[config.mk]
export PLATFORM = sky130hd
export DESIGN_NAME = glip_uart_tx_scheduler_flat
export DESIGN_NICKNAME = d
export VERILOG_FILES = /design/src/rtl/glip_uart_tx_scheduler_if.sv /design/src/rtl/glip_uart_tx_scheduler.sv /design/src/flat_wrapper.sv
export SDC_FILE = /design/constraint.sdc
export NUM_CORES = 1
export LEC_CHECK = 0
export BUFFER_PORTS_ARGS = -buffer_cell sky130_fd_sc_hd__buf_2
export CORE_ASPECT_RATIO = 1.2
export CORE_MARGIN = 4
export CORE_UTILIZATION = 48
export DETAILED_ROUTE_END_ITERATION = 8
export GPL_TIMING_DRIVEN = 1
export MAX_ROUTING_LAYER = met4
export PLACE_DENSITY_LB_ADDON = 0.1
export SYNTH_ARGS = -nofsm -noshare
export SYNTH_HDL_FRONTEND = slang
export SYNTH_SLANG_ARGS = --single-unit
[constraint.sdc]
create_clock -name clk -period 3.7 [get_ports clk]
set_clock_uncertainty 0.15 [all_clocks]
set_input_delay 0.185 -clock clk [delete_from_list [all_inputs] [get_ports clk]]
set_output_delay 0.185 -clock clk [all_outputs]
set_load 0.1 [all_outputs]
[src/rtl/glip_uart_tx_scheduler_if.sv]
// Byte-channel bundle between the egress/credit/control sources, the tx scheduler
// and the UART transmitter.
interface glip_uart_tx_scheduler_if #(
   parameter int unsigned CTRL_WIDTH = 16
);
   logic [7:0]            data_in_data;
   logic                  data_in_valid;
   logic                  data_in_ready;
   logic                  can_send;
   logic [CTRL_WIDTH-1:0] ctrl_in_data;
   logic                  ctrl_in_valid;
   logic                  ctrl_in_ready;
   logic [7:0]            out_data;
   logic                  out_enable;
   logic                  out_done;
   logic                  transfer;
   logic                  error;

   modport slave (
      input  data_in_data, data_in_valid, can_send, ctrl_in_data, ctrl_in_valid, out_done,
      output data_in_ready, ctrl_in_ready, out_data, out_enable, transfer, error
   );

   modport master (
      output data_in_data, data_in_valid, can_send, ctrl_in_data, ctrl_in_valid, out_done,
      input  data_in_ready, ctrl_in_ready, out_data, out_enable, transfer, error
   );
endinterface

[src/rtl/glip_uart_tx_scheduler.sv]
// Shares the UART transmit byte channel between escaped payload bytes and atomic
// 3-byte control messages, alternating fairly when both are pending.
module glip_uart_tx_scheduler #(
   parameter logic [7:0]  ESCAPE     = 8'hFE,
   parameter int unsigned CTRL_WIDTH = 16
) (
   input  logic                     clk,
   input  logic                     rst,
   glip_uart_tx_scheduler_if.slave  bus
);

   localparam int unsigned BYTE_W = 8;

   typedef enum logic [2:0] {
      IDLE,
      DATA,
      DATA_ESC,
      CTRL_ESC,
      CTRL_CMD,
      CTRL_ARG
   } state_e;

   state_e                 state_q, state_d;
   logic [BYTE_W-1:0]      out_data_q, out_data_d;
   logic                   out_en_q, out_en_d;
   logic                   xfer_q, xfer_d;
   logic                   err_q, err_d;
   logic                   last_ctrl_q, last_ctrl_d;
   logic [CTRL_WIDTH-1:0]  msg_q, msg_d;

   logic                   data_ok;
   logic                   grant_data;
   logic                   grant_ctrl;

   always_ff @(posedge clk) begin
      if (rst) begin
         state_q     <= IDLE;
         out_data_q  <= '0;
         out_en_q    <= 1'b0;
         xfer_q      <= 1'b0;
         err_q       <= 1'b0;
         last_ctrl_q <= 1'b0;
         msg_q       <= '0;
      end else begin
         state_q     <= state_d;
         out_data_q  <= out_data_d;
         out_en_q    <= out_en_d;
         xfer_q      <= xfer_d;
         err_q       <= err_d;
         last_ctrl_q <= last_ctrl_d;
         msg_q       <= msg_d;
      end
   end

   // Arbitration in IDLE only; a served ctrl message yields the next slot to pending data.
   always_comb begin
      state_d     = state_q;
      out_data_d  = out_data_q;
      out_en_d    = out_en_q;
      xfer_d      = 1'b0;
      err_d       = err_q;
      last_ctrl_d = last_ctrl_q;
      msg_d       = msg_q;
      grant_data  = 1'b0;
      grant_ctrl  = 1'b0;
      data_ok     = bus.data_in_valid & bus.can_send;

      case (state_q)
         IDLE: begin
            if (bus.ctrl_in_valid && (!data_ok || !last_ctrl_q)) begin
               grant_ctrl = 1'b1;
               state_d    = CTRL_ESC;
               msg_d      = bus.ctrl_in_data;
               out_data_d = ESCAPE;
               out_en_d   = 1'b1;
               if (bus.ctrl_in_data[CTRL_WIDTH-1 -: BYTE_W] == ESCAPE) begin
                  err_d = 1'b1;
               end
            end else if (data_ok) begin
               grant_data  = 1'b1;
               state_d     = DATA;
               out_data_d  = bus.data_in_data;
               out_en_d    = 1'b1;
               last_ctrl_d = 1'b0;
            end
         end
         DATA: begin
            if (bus.out_done) begin
               // An escape-valued payload byte goes out twice; out_data already holds it.
               if (out_data_q == ESCAPE) begin
                  state_d = DATA_ESC;
               end else begin
                  state_d  = IDLE;
                  out_en_d = 1'b0;
                  xfer_d   = 1'b1;
               end
            end
         end
         DATA_ESC: begin
            if (bus.out_done) begin
               state_d  = IDLE;
               out_en_d = 1'b0;
               xfer_d   = 1'b1;
            end
         end
         CTRL_ESC: begin
            if (bus.out_done) begin
               state_d    = CTRL_CMD;
               out_data_d = msg_q[CTRL_WIDTH-1 -: BYTE_W];
            end
         end
         CTRL_CMD: begin
            if (bus.out_done) begin
               state_d    = CTRL_ARG;
               out_data_d = msg_q[BYTE_W-1:0];
            end
         end
         CTRL_ARG: begin
            if (bus.out_done) begin
               state_d     = IDLE;
               out_en_d    = 1'b0;
               last_ctrl_d = 1'b1;
            end
         end
         default: begin
            state_d  = IDLE;
            out_en_d = 1'b0;
         end
      endcase

      if (bus.out_done && !out_en_q) begin
         err_d = 1'b1;
      end
   end

   assign bus.data_in_ready = grant_data & ~rst;
   assign bus.ctrl_in_ready = grant_ctrl & ~rst;
   assign bus.out_data      = out_data_q;
   assign bus.out_enable    = out_en_q;
   assign bus.transfer      = xfer_q;
   assign bus.error         = err_q;

endmodule

[src/flat_wrapper.sv]
// flat-port wrapper written by rule: the top's interface ports become plain ports
module glip_uart_tx_scheduler_flat 
#(
   parameter logic [7:0]  ESCAPE     = 8'hFE,
   parameter int unsigned CTRL_WIDTH = 16
)
  (clk, rst, bus_data_in_data, bus_data_in_valid, bus_can_send, bus_ctrl_in_data, bus_ctrl_in_valid, bus_out_done, bus_data_in_ready, bus_ctrl_in_ready, bus_out_data, bus_out_enable, bus_transfer, bus_error);
  glip_uart_tx_scheduler_if #(.CTRL_WIDTH(CTRL_WIDTH)) bus_i ();
  input  logic clk;
  input  logic rst;
  input wire logic [$bits(bus_i.data_in_data)-1:0] bus_data_in_data;
  input wire logic [$bits(bus_i.data_in_valid)-1:0] bus_data_in_valid;
  input wire logic [$bits(bus_i.can_send)-1:0] bus_can_send;
  input wire logic [$bits(bus_i.ctrl_in_data)-1:0] bus_ctrl_in_data;
  input wire logic [$bits(bus_i.ctrl_in_valid)-1:0] bus_ctrl_in_valid;
  input wire logic [$bits(bus_i.out_done)-1:0] bus_out_done;
  output wire logic [$bits(bus_i.data_in_ready)-1:0] bus_data_in_ready;
  output wire logic [$bits(bus_i.ctrl_in_ready)-1:0] bus_ctrl_in_ready;
  output wire logic [$bits(bus_i.out_data)-1:0] bus_out_data;
  output wire logic [$bits(bus_i.out_enable)-1:0] bus_out_enable;
  output wire logic [$bits(bus_i.transfer)-1:0] bus_transfer;
  output wire logic [$bits(bus_i.error)-1:0] bus_error;
  assign bus_i.data_in_data = bus_data_in_data;
  assign bus_i.data_in_valid = bus_data_in_valid;
  assign bus_i.can_send = bus_can_send;
  assign bus_i.ctrl_in_data = bus_ctrl_in_data;
  assign bus_i.ctrl_in_valid = bus_ctrl_in_valid;
  assign bus_i.out_done = bus_out_done;
  assign bus_data_in_ready = bus_i.data_in_ready;
  assign bus_ctrl_in_ready = bus_i.ctrl_in_ready;
  assign bus_out_data = bus_i.out_data;
  assign bus_out_enable = bus_i.out_enable;
  assign bus_transfer = bus_i.transfer;
  assign bus_error = bus_i.error;
  glip_uart_tx_scheduler #(.ESCAPE(ESCAPE), .CTRL_WIDTH(CTRL_WIDTH)) u_core (.clk(clk), .rst(rst), .bus(bus_i));
endmodule
After elaboration in Yosys (flattened, before gate mapping) --
Cells that the tools add are included. W data, S select, Z words.
Word-level totals: register bits after elaboration 31, input bits 30, output and inout bits 13, word-level logic and storage cells 84
Operators by class: equal/unequal tests 16, mux-type cells 36, bitwise gates (word level) 5, reductions and logical operators 20
Operators with widths (number):
- $mux W8 | 4
- $pmux W8 S3 | 1
- $mux W1 | 20
- $mux W3 | 6
- $eq A8 B8 Y1 const B | 2
- $pmux W3 S5 | 1
- $ne A2 B2 Y1 const B | 6
- $reduce_and A5 Y1 | 2
- $reduce_and A4 Y1 | 2
- $reduce_bool A2 Y1 | 4
- $eq A3 B2 Y1 const B | 2
- $eq A3 B3 Y1 const B | 2
- $ne A2 B1 Y1 const B | 2
- $pmux W1 S2 | 2
- $pmux W1 S4 | 1
- $reduce_or A2 Y1 | 2
- $and A1 B1 Y1 | 3
- $eq A3 B1 Y1 const B | 1
- $logic_not A1 Y1 | 3
- $logic_not A3 Y1 | 1
- $ne A3 B1 Y1 const B | 1
- $reduce_and A3 Y1 | 1
- $reduce_bool A3 Y1 | 1
- $logic_and A1 B1 Y1 | 2
- 4 further kinds | 5

Logic depth before layout (Yosys ltp) --
Gate-level depths: netlist of the first run.
depth after elaboration 7, depth in mapped cells 7

Worst setup path before layout of the first run --
No wires, ideal clock.
kind flip-flop to output port, from reg u_core.state_q[2], to out bus_data_in_ready, data arrival time 3730 ps, required time 3365 ps, setup slack -365 ps, stages on the path, launching flop included 5, buffers on the path 2, cells stage by stage dfxtp_1 buf_6 or3_4 buf_6 nor4_1
On the way: cells in the longest elaborated chain, start to end 3
RTL lines:
- start: declaration | RTL line glip_uart_tx_scheduler.sv:23 | state_e state_q, state_d;
- start signal: assignment | RTL line glip_uart_tx_scheduler.sv:45 | state_q <= state_d;
- $logic_not A3 Y1 | RTL line glip_uart_tx_scheduler.sv:68 | case (state_q)
- $mux W1 | RTL line glip_uart_tx_scheduler.sv:68
- $and A1 B1 Y1 | RTL line glip_uart_tx_scheduler.sv:136 | assign bus.data_in_ready = grant_data & ~rst;
- end: declaration | RTL line flat_wrapper.sv:17 | output wire logic [$bits(bus_i.data_in_ready)-1:0] bus_data_in_ready;
No other way between the ends.

Final worst setup path of the first run --
from reg u_core.state_q[2], to out bus_ctrl_in_ready
On the way: cells in the longest elaborated chain, start to end 3
RTL lines:
- $logic_not A3 Y1 | RTL line glip_uart_tx_scheduler.sv:68
- $mux W1 | RTL line glip_uart_tx_scheduler.sv:68
- $and A1 B1 Y1 | RTL line glip_uart_tx_scheduler.sv:137 | assign bus.ctrl_in_ready = grant_ctrl & ~rst;
- end: declaration | RTL line flat_wrapper.sv:18 | output wire logic [$bits(bus_i.ctrl_in_ready)-1:0] bus_ctrl_in_ready;
No other way between the ends.

==> results of run 1 <==
-- path summary, 6_finish.rpt --
| check | startpoint | to | slack [ps] | depth (start not counted) |
|---|---|---|---|---|
| setup / recovery | u_core.state_q[2] | bus_ctrl_in_ready | 1420 | 3 |
| hold / removal | bus_data_in_data[3] | u_core.bus.out_data[3] | 2 | 3 |
| setup reg to reg | u_core.state_q[2] | u_core.bus.error | 1490 | 4 |
| hold reg to reg | u_core.msg_q[3] | u_core.msg_q[3] | 310 | 2 |
-- routing by layer --
layer	wire length [µm]	track usage (%)	part of all wire (%)	vias up
met5	0	-	0	-
met4	112	10.10	2.7	0
met3	201	6.100	4.9	11
met2	2178	34.99	53	44
met1	1637	25.80	40	713
li1	-	-	-	766
-- state kept, by name (all words and copies together) (netlist names) --
name                   cells
u_core.msg_q              16
u_core.bus.out_data        8
u_core.state_q             3
u_core.bus.error           1
u_core.bus.out_enable      1
u_core.bus.transfer        1
u_core.last_ctrl_q         1
-- power groups by stage --
stage	Clock, mW	Combinational [mW]	Sequential [mW]
6_report	0.202	0.322	0.398
5_1_grt	0.223	0.343	0.403
4_1_cts	0.205	0.322	0.397
3_5_place_dp	0	0.306	0.405
3_3_place_gp	0	0.301	0.403
2_1_floorplan	0	0.142	0.517
-- cell families (layout without fill, tap and decap cells) --
group / count (synthesis) / in the layout
AO/OA/AOI/OAI: 46 / 46
buffers and inverters: 19 / 73
flip-flops: 31 / 31
multiplexers: 8 / 8
AND/OR/NAND/NOR: 74 / 74
-- metrics by stage --
| stage | instances | hold WS, ps | cell area [µm²] |
|---|---|---|---|
| final | 268 | 2.406 | 1959 |
| after floorplan | 178 | 139.3 | 1536 |
| after global placement | 242 | 281.1 | 1713 |
| after detailed placement | 242 | 290.2 | 1713 |
| after global routing | 268 | 7.535 | 1959 |
| after CTS | 268 | 4.611 | 1959 |
-- what timing repair did --
| item | 4_1_cts | 5_1_grt |
|---|---|---|
| hold endpoints to repair | 19 | 0 |
| hold buffers | 19 | 0 |
| buffers inserted | 0 | 0 |
-- layout by cell type (no fill, tap or decap), types with 5 or more instances in the layout --
cell,instances
sky130_fd_sc_hd__nand3_1,11
sky130_fd_sc_hd__a21oi_1,17
sky130_fd_sc_hd__clkbuf_4,5
sky130_fd_sc_hd__nand3b_1,7
sky130_fd_sc_hd__dfxtp_1,31
sky130_fd_sc_hd__nor2_1,16
sky130_fd_sc_hd__buf_2,42
sky130_fd_sc_hd__o21ai_0,5
sky130_fd_sc_hd__nand2_1,16
sky130_fd_sc_hd__dlygate4sd3_1,19
sky130_fd_sc_hd__mux2i_1,8
sky130_fd_sc_hd__o22ai_1,6
sky130_fd_sc_hd__inv_1,5
-- area by class of cell --
cell class,instances,area [µm²],area share (%)
Clock buffer,6,51.30,2.618
Tap cell,36,45.04,2.299
Clock inverter,1,5.005,0.2554
Inverter,5,18.77,0.9579
Sequential cell,31,620.6,31.67
Timing Repair Buffer,61,400.4,20.43
Multi-Input combinational cell,128,818.3,41.76
-- critical path, cell delays in order (launching register included) --
cell and delay (ps):
sky130_fd_sc_hd__dfxtp_1 480, sky130_fd_sc_hd__or3_4 500, sky130_fd_sc_hd__nor3_1 160, sky130_fd_sc_hd__buf_2 460
==> flow_summary.html, run 1 <==
<table>
<tr><th>Metric</th><th>Value</th></tr>
<tr><th colspan="2">Place</th></tr>
<tr><td>PortBufs</td><td>42</td></tr>
<tr><td>Placer congestion estimate</td><td>0.8991</td></tr>
<tr><td>Dpl ws</td><td>approximately 1500 ps</td></tr>
<tr><td>Sum of net half-perimeters after detailed placement</td><td>between 2 and 3 mm</td></tr>
<tr><th colspan="2">Drt</th></tr>
<tr><td>Routed WL per cell</td><td>15.41 µm</td></tr>
<tr><td>DR pass1 iterations</td><td>4</td></tr>
<tr><td>Antenna Violating Nets Remaining</td><td>0</td></tr>
<tr><td>Vias per Instance</td><td>5.724</td></tr>
<tr><td>Vias after detailed routing</td><td>approximately 1500</td></tr>
<tr><td>Total Wirelength</td><td>a little over 4 mm</td></tr>
<tr><td>Post-detailed-route DRC marker count</td><td>0</td></tr>
<tr><td>Drt initial violations</td><td>111</td></tr>
<tr><th colspan="2">Synth</th></tr>
<tr><td>Synth Area per Inst</td><td>between 8 and 9 µm²</td></tr>
<tr><td>Number of warnings issued by yosys</td><td>0</td></tr>
<tr><td>Most frequently used cell type in the post-synthesis netlist</td><td>sky130_fd_sc_hd__dfxtp_1</td></tr>
<tr><td>Flop and latch count out of synthesis</td><td>31</td></tr>
<tr><td>Count of flip-flops with a built-in enable after synthesis</td><td>0</td></tr>
<tr><td>Cell count after synthesis</td><td>between 150 and 200</td></tr>
<tr><td>Mux contribution to synthesized area</td><td>5.233%</td></tr>
<tr><td>Most common library cells after synthesis</td><td>sky130_fd_sc_hd__dfxtp_1 (31), sky130_fd_sc_hd__a21oi_1 (17), sky130_fd_sc_hd__nand2_1 (16), sky130_fd_sc_hd__nor2_1 (16), sky130_fd_sc_hd__nand3_1 (11)</td></tr>
<tr><td>Complex-gate fraction of the synthesized area</td><td>21.18%</td></tr>
<tr><td>Post-synth top flop</td><td>sky130_fd_sc_hd__dfxtp_1</td></tr>
<tr><td>Post-synthesis share of cell area spent on full adders, half adders and majority gates</td><td>0%</td></tr>
<tr><td>Xor and xnor fraction of the mapped netlist area</td><td>0%</td></tr>
<tr><td>Sequential cell area fraction in the yosys report</td><td>about 40%</td></tr>
<tr><td>Largest family of logic cells by synthesized area</td><td>simple AND/OR/NAND/NOR gates</td></tr>
<tr><td>Main area contributors after synthesis</td><td>sky130_fd_sc_hd__dfxtp_1 (41%), sky130_fd_sc_hd__a21oi_1 (5.6%), sky130_fd_sc_hd__mux2i_1 (5.2%)</td></tr>
<tr><td>Post-synthesis cell type with the largest combined area</td><td>sky130_fd_sc_hd__dfxtp_1</td></tr>
<tr><td>Distinct cells, synth</td><td>36</td></tr>
<tr><td>Share of synthesized cell area in and, or, nand and nor gates</td><td>a little over a quarter</td></tr>
<tr><td>Syn Nets</td><td>208</td></tr>
<tr><td>Share of synthesized flip-flops with an asynchronous set or reset</td><td>0%</td></tr>
<tr><td>Synthesized area</td><td>around 1500 µm²</td></tr>
<tr><td>Share of the synthesized area in the top cell type</td><td>40.56%</td></tr>
<tr><th colspan="2">Global routing</th></tr>
<tr><td>Pin count of the biggest net entering global routing</td><td>41</td></tr>
<tr><td>Total routing usage reported by global routing</td><td>22.22%</td></tr>
<tr><td>Overall overflow remaining after global route</td><td>0</td></tr>
<tr><td>Initial antenna violation count</td><td>0</td></tr>
<tr><td>First-pass GRT wire length</td><td>approximately 6.8 mm</td></tr>
<tr><td>Via count of the first global-routing pass</td><td>1460</td></tr>
<tr><th colspan="2">Power</th></tr>
<tr><td>Cell internal power dissipation</td><td>about 0.55 mW</td></tr>
<tr><td>Pwr/cell area</td><td>approximately 470 nW/µm²</td></tr>
<tr><td>Power share of the clock group</td><td>a little over a fifth</td></tr>
<tr><td>Switching Power</td><td>between 0.3 and 0.4 mW</td></tr>
<tr><td>Combinational share of power</td><td>roughly a third</td></tr>
<tr><td>Maximum vdd drop</td><td>0.3862 mV</td></tr>
<tr><td>Proportion of total power due to net switching</td><td>between 40 and 50%</td></tr>
<tr><td>Sum of internal, switching and leakage power</td><td>0.9211 mW</td></tr>
<tr><td>Static Leak</td><td>between 0.8 and 0.9 nW</td></tr>
<tr><td>Fraction of power consumed by sequential logic</td><td>43.2%</td></tr>
<tr><th colspan="2">Clocking</th></tr>
<tr><td>Clock tree root buffer cell</td><td>sky130_fd_sc_hd__clkbuf_4</td></tr>
<tr><td>CTS H-tree lvls</td><td>2</td></tr>
<tr><td>CTS tree</td><td>built</td></tr>
<tr><td>Clock slew at the register clock pins of the worst setup and hold paths</td><td>~90 ps</td></tr>
<tr><td>Clock buffer count from CTS</td><td>5</td></tr>
<tr><td>Clock latency of the later-clocked register in the worst-skew pair</td><td>between 300 and 400 ps</td></tr>
<tr><td>CTS resizes</td><td>0</td></tr>
<tr><td>Clock sink count</td><td>31</td></tr>
<tr><td>Clock Path Buffers</td><td>2</td></tr>
<tr><th colspan="2">Worst setup path</th></tr>
<tr><td>Category of the critical setup timing path</td><td>reg -&gt; out</td></tr>
<tr><td>Type of element launching the critical path</td><td>register</td></tr>
<tr><td>Worst path required time</td><td>~3400 ps</td></tr>
<tr><td>Arrival time at the worst endpoint</td><td>1940 ps</td></tr>
<tr><td>Critical Path End Type</td><td>output port</td></tr>
<tr><td>Largest driver fanout on the critical path</td><td>17</td></tr>
<tr><th colspan="2">STA</th></tr>
<tr><td>Final setup violation count</td><td>0</td></tr>
<tr><td>Fin crit share</td><td>about three fifths</td></tr>
<tr><td>Post-route setup TNS</td><td>0 ps</td></tr>
<tr><td>Hold Fails Final Rpt</td><td>0</td></tr>
<tr><td>Highest achievable clock rate</td><td>approximately 440 MHz</td></tr>
<tr><td>Relative slew margins</td><td>53.51%</td></tr>
<tr><td>Fin. max-slew vios</td><td>0</td></tr>
<tr><td>Tmin final</td><td>between 2000 and 2500 ps</td></tr>
<tr><td>Unrepaired setup endpoints after global routing</td><td>false</td></tr>
<tr><td>Slew at the pin closest to its max-slew limit</td><td>697.3 ps</td></tr>
<tr><td>Slack of the critical path</td><td>approximately 1400 ps</td></tr>
<tr><th colspan="2">Finish</th></tr>
<tr><td>Fillers</td><td>around 270</td></tr>
<tr><td>Area growth from synthesis to final layout</td><td>28.05%</td></tr>
<tr><td>Antenna cell count</td><td>0</td></tr>
<tr><td>Fraction of final layout cells with drive strength greater than 1</td><td>24.14%</td></tr>
<tr><td>Core utilization of the finished layout</td><td>between 60% and 70%</td></tr>
<tr><td>Final #Nets</td><td>between 200 and 300</td></tr>
<tr><th colspan="2">Floorplanning</th></tr>
<tr><td>Die outline height</td><td>between 60 and 70 µm</td></tr>
<tr><td>Effective utilization at floorplan</td><td>between 50% and 60%</td></tr>
<tr><td>Area of the die</td><td>4159 µm²</td></tr>
<tr><td>Core Footprint</td><td>approximately 3100 µm²</td></tr>
<tr><td># rows</td><td>22</td></tr>
<tr><td>Horiz. Die Dim</td><td>roughly 60 µm</td></tr>
<tr><td>Count of pins on the block boundary</td><td>43</td></tr>
<tr><th colspan="2">Min path</th></tr>
<tr><td>Hold Path Class</td><td>in -&gt; reg</td></tr>
<tr><th colspan="2">Run</th></tr>
<tr><td>Maxcap violations</td><td>0</td></tr>
<tr><th colspan="2">Outcome</th></tr>
<tr><td>Outcome</td><td>completed</td></tr>
</table>
No activity file was read; power rests on OpenSTA's default activity.
==> run 2, diff against run 1 <==
clock period = 2.4 ns   (was 3.7 ns; I/O delays follow)
==> flow_summary.html, run 2 (same netlist as run 1, synthesis figures left out) <==
<table>
<tr><th>Metric</th><th>Value</th></tr>
<tr><th colspan="2">Clocking</th></tr>
<tr><td>Setup bufs post-CTS</td><td>0 (unchanged)</td></tr>
<tr><td>Clock slew at the register clock pins of the worst setup and hold paths</td><td>90 ps (about the same)</td></tr>
<tr><td>Clock tree root buffer cell</td><td>sky130_fd_sc_hd__clkbuf_4</td></tr>
<tr><td>Clock Path Buffers</td><td>2 (unchanged)</td></tr>
<tr><td>CTS tree</td><td>built</td></tr>
<tr><td>CTS H-tree lvls</td><td>2 (unchanged)</td></tr>
<tr><td>Clock latency of the later-clocked register in the worst-skew pair</td><td>320 ps (-20 ps)</td></tr>
<tr><td>Clock buffer count from CTS</td><td>5 (unchanged)</td></tr>
<tr><td>Clock sink count</td><td>31 (unchanged)</td></tr>
<tr><th colspan="2">Global routing</th></tr>
<tr><td>Pin count of the biggest net entering global routing</td><td>41 (unchanged)</td></tr>
<tr><td>Total routing usage reported by global routing</td><td>22.94% (+0.72 points)</td></tr>
<tr><td>Overall overflow remaining after global route</td><td>0 (unchanged)</td></tr>
<tr><td>First-pass GRT wire length</td><td>7.093 mm (+3.6%)</td></tr>
<tr><td>Via count of the first global-routing pass</td><td>1576 (+7.9%)</td></tr>
<tr><td>Initial antenna violation count</td><td>0 (unchanged)</td></tr>
<tr><th colspan="2">Finish</th></tr>
<tr><td>Fraction of final layout cells with drive strength greater than 1</td><td>24.15% (about the same)</td></tr>
<tr><td>Antenna cell count</td><td>0 (unchanged)</td></tr>
<tr><td>Final #Nets</td><td>267 (+1.9%)</td></tr>
<tr><td>Register name with the most flops</td><td>u_core.msg_q</td></tr>
<tr><td>Area growth from synthesis to final layout</td><td>30.34%</td></tr>
<tr><td>Max reg flops</td><td>16 (unchanged)</td></tr>
<tr><td>Sequential cell area</td><td>620.6 µm² (unchanged)</td></tr>
<tr><td>Most common cell after layout, fill and taps aside</td><td>sky130_fd_sc_hd__buf_2</td></tr>
<tr><td>Most frequent cells in the layout</td><td>sky130_fd_sc_hd__buf_2 (42), sky130_fd_sc_hd__dfxtp_1 (31), sky130_fd_sc_hd__dlygate4sd3_1 (22)</td></tr>
<tr><td>Core utilization of the finished layout</td><td>65.27% (+1.1 points)</td></tr>
<tr><td>Fillers</td><td>256 (-3.8%)</td></tr>
<tr><td>Design Area, Final</td><td>1994 µm² (+1.8%)</td></tr>
<tr><td>Multi-input gate area</td><td>823.3 µm² (+0.61%)</td></tr>
<tr><th colspan="2">Worst setup path</th></tr>
<tr><td>Reg2reg start</td><td>u_core.state_q[2]</td></tr>
<tr><td>Category of the critical setup timing path</td><td>reg -&gt; out</td></tr>
<tr><td>Critical Path End Type</td><td>output port</td></tr>
<tr><td>Largest driver fanout on the critical path</td><td>11 (-6)</td></tr>
<tr><td>Worst-case register-to-register setup slack</td><td>420 ps (-1070 ps)</td></tr>
<tr><td>Arrival time at the worst endpoint</td><td>1920 ps (-20 ps)</td></tr>
<tr><td>Number of cells on the worst reg-to-reg path</td><td>3 (-1)</td></tr>
<tr><td>Type of element launching the critical path</td><td>register</td></tr>
<tr><td>Capturing point of the worst reg2reg path</td><td>u_core.bus.out_data[4]</td></tr>
<tr><td>Worst path required time</td><td>2130 ps (-1240 ps)</td></tr>
<tr><th colspan="2">Place</th></tr>
<tr><td>Placer congestion estimate</td><td>0.9601 (+6.8%)</td></tr>
<tr><td>Instance area at placement</td><td>1733 µm² (+1.2%)</td></tr>
<tr><td>Sum of net half-perimeters after detailed placement</td><td>3.120 mm (+9.9%)</td></tr>
<tr><td>PortBufs</td><td>42 (unchanged)</td></tr>
<tr><th colspan="2">Drt</th></tr>
<tr><td>Post-detailed-route DRC marker count</td><td>0 (unchanged)</td></tr>
<tr><td>Antenna Violating Nets Remaining</td><td>0 (unchanged)</td></tr>
<tr><td>Total Wirelength</td><td>4.369 mm (+5.8%)</td></tr>
<tr><td>Routed WL per cell</td><td>16.06 µm (+4.2%)</td></tr>
<tr><td>DR pass1 iterations</td><td>4 (unchanged)</td></tr>
<tr><td>Vias after detailed routing</td><td>1593 (+3.8%)</td></tr>
<tr><td>Vias per Instance</td><td>5.857 (+2.3%)</td></tr>
<tr><td>Drt initial violations</td><td>69 (-38%)</td></tr>
<tr><th colspan="2">Floorplanning</th></tr>
<tr><td>Area of the die</td><td>4159 µm² (unchanged)</td></tr>
<tr><td>Effective utilization at floorplan</td><td>50.08% (unchanged)</td></tr>
<tr><td>Horiz. Die Dim</td><td>59.54 µm (unchanged)</td></tr>
<tr><td># rows</td><td>22 (unchanged)</td></tr>
<tr><td>Die outline height</td><td>69.85 µm (unchanged)</td></tr>
<tr><td>Core Footprint</td><td>3055 µm² (unchanged)</td></tr>
<tr><td>Count of pins on the block boundary</td><td>43 (unchanged)</td></tr>
<tr><th colspan="2">STA</th></tr>
<tr><td>Fin. max-slew vios</td><td>0 (unchanged)</td></tr>
<tr><td>Hold Fails Final Rpt</td><td>0 (unchanged)</td></tr>
<tr><td>Fin crit share</td><td>between 90% and 100%</td></tr>
<tr><td>Tmin final</td><td>around 2200 ps</td></tr>
<tr><td>Highest achievable clock rate</td><td>~460 MHz</td></tr>
<tr><td>Unrepaired setup endpoints after global routing</td><td>false</td></tr>
<tr><td>Final setup violation count</td><td>0 (unchanged)</td></tr>
<tr><td>Slew at the pin closest to its max-slew limit</td><td>703.1 ps (+5.720 ps)</td></tr>
<tr><td>Relative slew margins</td><td>53.13% (-0.38 points)</td></tr>
<tr><th colspan="2">Min path</th></tr>
<tr><td>Worst hold path depth</td><td>2 (-1)</td></tr>
<tr><td>Worst hold endpoint</td><td>u_core.bus.transfer</td></tr>
<tr><td>Hold Path Origin</td><td>bus_out_done</td></tr>
<tr><td>Hold Path Class</td><td>in -&gt; reg</td></tr>
<tr><th colspan="2">Power</th></tr>
<tr><td>Static Leak</td><td>0.8574 nW (+1.5%)</td></tr>
<tr><td>Pwr/cell area</td><td>700.5 nW/µm² (+49%)</td></tr>
<tr><td>Maximum vdd drop</td><td>0.4184 mV (+8.4%)</td></tr>
<tr><th colspan="2">Outcome</th></tr>
<tr><td>Outcome</td><td>completed</td></tr>
<tr><th colspan="2">Run</th></tr>
<tr><td>Maxcap violations</td><td>0 (unchanged)</td></tr>
</table>
run 2: cell types whose count changed in the layout (fill, tap and decap cells not counted), sizes merged:
| cell | change |
|---|---|
| buf | +2 |
| dlygate4sd3 | +3 |
| clkinv | -1 |
run 2: what timing repair did:
item	CTS	global route
hold endpoints to repair	22	0
hold buffers	22	0
resized for setup	0	0
run 2: per-layer routing:
layer	share of wire (%)	track usage [%]	routed length, µm	vias up
met5	0	-	0	-
met4	4.9	12.81	214	0
met3	4.6	5.360	201	18
met2	52	38.76	2285	56
met1	38	23.63	1668	742
li1	-	-	-	777
run 2: critical path, stage by stage (launching register included):
cell                      delay (ps)
sky130_fd_sc_hd__dfxtp_1         330
sky130_fd_sc_hd__nand3_1         170
sky130_fd_sc_hd__and2_1          380
sky130_fd_sc_hd__nor4_2          250
sky130_fd_sc_hd__buf_2           460
run 2: cell type report:
cell class,count,share of cell area (%)
Inverter,5,0.9410
Clock buffer,6,2.070
Multi-Input combinational cell,128,41.28
Tap cell,36,2.258
Sequential cell,31,31.12
Timing Repair Buffer,66,22.33
run 2: through the flow:
step	power [mW]	hold slack (ps)	TNS [ps]	setup slack (ps)	std cells
after floorplan	1.017	74.29	-416.9	-416.9	178
after global placement	1.100	214.0	0	484.6	244
after detailed placement	1.113	223.1	0	439.3	244
after CTS	1.402	7.341	0	200.5	272
after global routing	1.466	17.25	0	102.2	272
final	1.397	17.84	0	211.7	272
run 2: worst max path at each step:
stage / startpoint / end / slack [ps] / depth (start not counted)
floorplan: u_core.state_q[2] / bus_data_in_ready / -420 / 4
global placement: u_core.state_q[2] / u_core.bus.out_data[0] / 480 / 4
detailed placement: u_core.state_q[2] / u_core.bus.out_data[4] / 440 / 3
CTS: u_core.last_ctrl_q / bus_data_in_ready / 200 / 4
global route: u_core.last_ctrl_q / bus_data_in_ready / 100 / 4
finish: u_core.last_ctrl_q / bus_data_in_ready / 210 / 4
run 2: power breakdown:
group          switching [mW]  internal, mW  total [mW]
Combinational           0.359         0.153       0.512
Sequential             0.0509         0.568       0.619
Clock                   0.162         0.104       0.266
